--- src/rtl/ucode_sequencer.sv ---
// Microcode next-address sequencer: maps a bytecode opcode to its first
// microinstruction and walks the ROM chain, issuing one micro-op per handshake.
module ucode_sequencer #(
  parameter int unsigned ADDR_W     = 9,
  parameter int unsigned OP_W       = 8,
  parameter int unsigned UCODE_BASE = 256,
  parameter int unsigned MAX_UOPS   = 16
) (
  input  logic              clk,
  input  logic              rst_n,
  input  logic              bc_valid,
  input  logic [OP_W-1:0]   bc_opcode,
  output logic              bc_ready,
  output logic [ADDR_W-1:0] rom_addr,
  input  logic [ADDR_W-1:0] rom_next,
  output logic              uop_valid,
  output logic [ADDR_W-1:0] uop_addr,
  output logic              uop_last,
  input  logic              uop_ready,
  output logic              unsup_valid,
  output logic [OP_W-1:0]   unsup_op,
  output logic              done_valid,
  output logic [4:0]        done_count,
  output logic              fault,
  output logic [1:0]        fault_code,
  input  logic              fault_clr
);

  typedef enum logic [1:0] {
    S_IDLE,
    S_RUN,
    S_FAULT
  } state_t;

  localparam logic [1:0] FC_ILLEGAL = 2'b01;
  localparam logic [1:0] FC_OVERRUN = 2'b10;

  state_t            state_q, state_d;
  logic [ADDR_W-1:0] cur_q, cur_d;
  logic [4:0]        cnt_q, cnt_d;
  logic [OP_W-1:0]   unsup_op_d;
  logic              unsup_valid_d;
  logic              done_valid_d;
  logic [4:0]        done_count_d;
  logic [1:0]        fault_code_d;
  logic              next_zero;
  logic              next_legal;

  // The all-ones address is the ROM's unprogrammed default, so it is never legal.
  assign next_zero  = (rom_next == '0);
  assign next_legal = (rom_next >= ADDR_W'(UCODE_BASE)) && (rom_next != '1);

  assign bc_ready  = (state_q == S_IDLE);
  assign uop_valid = (state_q == S_RUN);
  assign uop_addr  = cur_q;
  assign uop_last  = (state_q == S_RUN) && next_zero;
  assign fault     = (state_q == S_FAULT);

  always_comb begin
    case (state_q)
      S_IDLE:  rom_addr = ADDR_W'(bc_opcode);
      S_RUN:   rom_addr = cur_q;
      default: rom_addr = '0;
    endcase
  end

  always_comb begin
    state_d       = state_q;
    cur_d         = cur_q;
    cnt_d         = cnt_q;
    unsup_op_d    = unsup_op;
    unsup_valid_d = 1'b0;
    done_valid_d  = 1'b0;
    done_count_d  = done_count;
    fault_code_d  = fault_code;
    case (state_q)
      S_IDLE: begin
        if (bc_valid) begin
          if (next_zero) begin
            unsup_op_d    = bc_opcode;
            unsup_valid_d = 1'b1;
          end else if (next_legal) begin
            cur_d   = rom_next;
            cnt_d   = 5'd1;
            state_d = S_RUN;
          end else begin
            fault_code_d = FC_ILLEGAL;
            state_d      = S_FAULT;
          end
        end
      end
      S_RUN: begin
        if (uop_ready) begin
          if (next_zero) begin
            done_valid_d = 1'b1;
            done_count_d = cnt_q;
            state_d      = S_IDLE;
          end else if (next_legal) begin
            if (cnt_q == 5'(MAX_UOPS)) begin
              fault_code_d = FC_OVERRUN;
              state_d      = S_FAULT;
            end else begin
              cur_d = rom_next;
              cnt_d = cnt_q + 5'd1;
            end
          end else begin
            fault_code_d = FC_ILLEGAL;
            state_d      = S_FAULT;
          end
        end
      end
      S_FAULT: begin
        if (fault_clr) begin
          cur_d   = '0;
          cnt_d   = '0;
          state_d = S_IDLE;
        end
      end
      default: state_d = S_IDLE;
    endcase
  end

  always_ff @(posedge clk or negedge rst_n) begin
    if (!rst_n) begin
      state_q     <= S_IDLE;
      cur_q       <= '0;
      cnt_q       <= '0;
      unsup_op    <= '0;
      unsup_valid <= 1'b0;
      done_valid  <= 1'b0;
      done_count  <= '0;
      fault_code  <= '0;
    end else begin
      state_q     <= state_d;
      cur_q       <= cur_d;
      cnt_q       <= cnt_d;
      unsup_op    <= unsup_op_d;
      unsup_valid <= unsup_valid_d;
      done_valid  <= done_valid_d;
      done_count  <= done_count_d;
      fault_code  <= fault_code_d;
    end
  end

endmodule

--- config.mk ---
export PLATFORM = sky130hd
export DESIGN_NAME = ucode_sequencer
export DESIGN_NICKNAME = d
export VERILOG_FILES = /design/src/rtl/ucode_sequencer.sv
export SDC_FILE = /design/constraint.sdc
export NUM_CORES = 1
export LEC_CHECK = 0
export CAP_MARGIN = 20
export CORE_MARGIN = 5
export CORE_UTILIZATION = 25
export DETAILED_ROUTE_END_ITERATION = 6
export PLACE_DENSITY = 0.46
export SLEW_MARGIN = 20
export SYNTH_ARGS = -nofsm -noshare
export SYNTH_HDL_FRONTEND = slang
export SYNTH_SLANG_ARGS = --single-unit
--- constraint.sdc ---
create_clock -name clk -period 4.7 [get_ports clk]
set_input_delay 0.94 -clock clk [delete_from_list [all_inputs] [get_ports clk]]
set_output_delay 0.94 -clock clk [all_outputs]
set_load 0.05 [all_outputs]
### After elaboration in Yosys (flattened, before gate mapping)

Cells that the tools add are included.

| storage, ports and cells | value |
|---|---|
| output and inout port bits | 39 |
| input port bits | 22 |
| flip-flop bits (word level) | 33 |
| word-level logic and storage cells | 76 |

| operators by class | value |
|---|---|
| mux-type cells | 40 |
| order comparisons | 1 |
| $add $sub $neg | 1 |
| reductions and logical operators | 11 |
| equal/unequal tests | 15 |

Operator list:

| kind | number |
|---|---|
| $mux 9 | 8 |
| $mux 5 | 8 |
| $mux 2 | 14 |
| $pmux 9 s3 | 1 |
| $pmux 9 s2 | 1 |
| $pmux 5 s3 | 1 |
| $ne 2x2->1 const B | 5 |
| $ge 9x9->1 const B | 1 |
| $logic_not 9->1 | 1 |
| $ne 9x9->1 const B | 1 |
| $reduce_and 9->1 | 1 |
| $ne 2x1->1 const B | 4 |
| $reduce_and 7->1 | 1 |
| $pmux 2 s3 | 1 |
| $reduce_and 3->1 | 2 |
| $add 5x1->5 const B | 1 |
| $eq 5x5->1 const B | 1 |
| $mux 1 | 5 |
| $reduce_and 5->1 | 1 |
| $ne 4x3->1 const B | 1 |
| $pmux 2 s2 | 1 |
| $ne 3x2->1 const B | 1 |
| $reduce_bool 3->1 | 1 |
| $eq 2x1->1 const B | 1 |
| other kinds (4) | 5 |

### Logic depth before layout (Yosys ltp)

| logic depth | value |
|---|---|
| depth after elaboration | 6 |
| depth in mapped cells | 8 |
| depth with buffers taken out | 7 |

### Least setup slack after synthesis

Ideal clock, no wire load.

| timing | value |
|---|---|
| path type | input port to output port |
| start | input rom_next[2] |
| end | output uop_last |
| slack | 1.264 ns |
| stages on the path | 2 |
| arrival time | 2.496 ns |
| buffers on the path | 0 |
| required time | 3.760 ns |
| cell sequence | or4_4 -> nor4_2 |

| on the way | value |
|---|---|
| word-level cells in the longest chain between the ends | 2 |

RTL lines:

| what | RTL line | source |
|---|---|---|
| start, declared | 15 | `input logic [ADDR_W-1:0] rom_next,` |
| $logic_not 9->1 | 50 | `assign next_zero = (rom_next == '0);` |
| $logic_and 1x1->1 | 56 | `assign uop_last = (state_q == S_RUN) && next_zero;` |
| end, declared | 18 | `output logic uop_last,` |

No other way between the ends.

### Final worst setup path

Ends and elaborated chain as after synthesis.

==> results.json <==
{
  "synthesis.area_mm2": 0.00179,
  "ir_drop_mv": 0.272,
  "drtAntennaViolNets": 0,
  "min_to": "done_count[1]",
  "antenna_found_initial": 0,
  "clk_pin_slew_ns": 0.07,
  "die_area_mm2": 0.00895,
  "initial_utilization_pct": 26.1,
  "rows": 30,
  "core_mm2": 0.00687,
  "cp.depth": 4,
  "antenna_cells": 0,
  "path_class": "in -> out",
  "status": "finished clean",
  "vias_per_cell": 4.38,
  "cp_top_family": "buffers and inverters",
  "met1_length_um": 2180,
  "hold_viol": 0,
  "synth_xor_area_share_pct": 0.978,
  "final_common_cell": "clkdlybuf4s50_1",
  "end_kind": "output port",
  "dp_hpwl_um": 3600,
  "setup_viol_count_final": 0,
  "arrival_ns": 3.18,
  "synth_top_family_by_area": "multiplexers",
  "route.met3.wl_um": 197,
  "max_cap_viol_count": 0,
  "cts_resized": 0,
  "grt_pass1_wl_um": 7910,
  "fin_ws_ns": 0.579,
  "max_freq_mhz": 243,
  "clockBufferDepth": 2,
  "yosysSeqAreaShare_pct": 46.1,
  "synth_edf_count": 0,
  "syn_to_final_growth_pct": 45.6,
  "io_pins": 61,
  "fin_setup_tns_ns": 0,
  "drt_wl_total_um": 4810,
  "post_cts_buffers": 0,
  "grt.total_usage_pct": 11.5,
  "holdCritStartpoint": "done_count[1]",
  "whs_path_depth": 2,
  "reg2reg_to": "uop_addr[4]",
  "port_buffers": 60,
  "final_nets": 241,
  "ys_seq_elements": 33,
  "cts_tree": "yes",
  "dp_slack_ns": 0.571,
  "root_buffer": "clkbuf_8",
  "rrSetupSlack_ns": 2.03,
  "die_h_um": 94.6,
  "synth_cells": 149,
  "async_reset_ff_share_pct": 100,
  "overflow": 0,
  "crit_required_ns": 3.76,
  "cts_sinks": 33,
  "insertion_delay_ns": 0.28,
  "ys_types": 40,
  "hp-class": "reg -> reg",
  "wl_per_cell_um": 15.5,
  "critPathMaxFanout": 3,
  "avgSynthCellArea_um2": 12.0,
  "cp-start-kind": "input pin",
  "grt_pass1_vias": 1464,
  "pwr_density_cell_mw_per_mm2": 609,
  "slew_headroom_pct": 53.4,
  "top_layer": "met4",
  "rsz0062_at_grt": "false",
  "worstMarginPinSlew_ns": 0.700,
  "critPathBufInv": 2,
  "grt_max_degree": 34,
  "num_vias": 1357,
  "drc": 0,
  "met2_length_um": 2360,
  "p_leak_nw": 1.15,
  "synth_nets": 177,
  "synth-compound-area-share_pct": 12.6,
  "dr.first_iter.drc_count": 84,
  "htree_levels": 2,
  "ys.flop_type": "dfrtp_1",
  "cts_hold_buffers": 0,
  "post-route-period-util_pct": 87.7,
  "die_width_um": 94.6,
  "drive_gt1_share_pct": 17.8,
  "worstPathCellList": "clkdlybuf4s50_1 > or4_4 > nor4_2 > clkdlybuf4s50_1",
  "slowest_delay_ns": 0.89,
  "synth-adder-area-share_pct": 4.19,
  "fin_crit_ns": 4.12,
  "reg2reg_depth": 7,
  "drt_pass1_iterations": 4,
  "slew_viol_final": 0,
  "worst_path_max_delay_cell": "clkdlybuf4s50_1",
  "ys.warnings.count": 0,
  "r2r-start": "state_q[1]",
  "synth-simple-area-share_pct": 14.9,
  "crit_top_cell": "clkdlybuf4s50_1",
  "clock_skew_ns": 0.00780,
  "gp_congestion": 0.728,
  "final_cell_mix": "clkdlybuf4s50_1, dfrtp_1, inv_1",
  "numCtsBuffers": 5,
  "synth_mux_area_share_pct": 16.5
}
metal layers:
metal	vias to the layer above	track usage, %
met4	0	3.61
li1	661	-
met2	34	19.0
met5	-	0
met3	6	2.95
met1	656	14.6
synth_stat cells (2+ instances only):
master,count,share of area [%]
a22o_1,8,3.9
and2_1,2,0.70
clkbuf_1,4,0.84
dfrtp_1,33,46
ha_1,6,4.2
inv_1,13,2.7
mux2_1,5,3.1
mux2_2,11,6.9
mux2_4,7,5.9
nand2_1,7,1.5
nand3_1,2,0.56
nand4_1,2,0.70
nor2_1,6,1.3
nor2b_1,9,3.1
o211ai_1,2,0.84
o21ai_0,6,1.7
o22ai_1,2,0.70
xor2_1,2,0.98
power breakdown:
part	internal, W	leakage (nW)	total (W)	switching (W)
logic	0.000341	0.655	0.000919	0.000577
clock network	0.000173	0.0585	0.000277	0.000105
registers	0.000346	0.437	0.000393	0.0000471
total	0.000860	1.15	0.00159	0.000729
cells by family after synthesis:
family / after synthesis
simple gates: 39
flops: 33
buf+inv: 18
compound gates: 27
xor+xnor: 2
mux: 24
fa+ha+maj: 6
area by class of cell:
cell class	count	area, um2
Sequential cell	33	826
Timing Repair Buffer	62	616
Fill cell	695	4260
Clock buffer	7	86.3
Clock inverter	1	30.0
Inverter	13	48.8
Multi-Input combinational cell	98	881
Tap cell	96	120
state kept, by name, indices dropped and copies added, names as in the netlist:
name and cells:
fault_code 2, unsup_valid 1, done_count 5, cnt_q 5
done_valid 1, uop_addr 9, unsup_op 8, state_q 2
tightest hold or removal path, delay by kind of cell, from the launching register on:
| family | cells | cell delay [ns] |
|---|---|---|
| flops | 1 | 0.34 |
| simple gates | 1 | 0.04 |
| compound gates | 1 | 0.06 |
metrics by stage:
stage          hold WS, ns  std cells  utilization [%]  cell area (um2)  total power [W]
2_1_floorplan        0.513        149                -             1790          0.00107
3_3_place_gp         0.467        302             36.3             2490          0.00133
3_5_place_dp         0.479        302             36.3             2490          0.00133
4_1_cts              0.497        310             38.0             2610          0.00162
5_1_grt              0.516        310             38.0             2610          0.00168
6_report             0.481        310             38.0             2610          0.00159
how the worst max path moves through the flow:
stage,from,slack [ns],endpoint
after detailed placement,rom_next[2],0.57,uop_last
after floorplan,rom_next[2],1.26,uop_last
final,rom_next[2],0.58,uop_last
after CTS,rom_next[2],0.57,uop_last
after global placement,rom_next[2],0.59,uop_last
after global routing,rom_next[2],0.50,uop_last
Note: power is estimated with default switching activity, not from simulation.
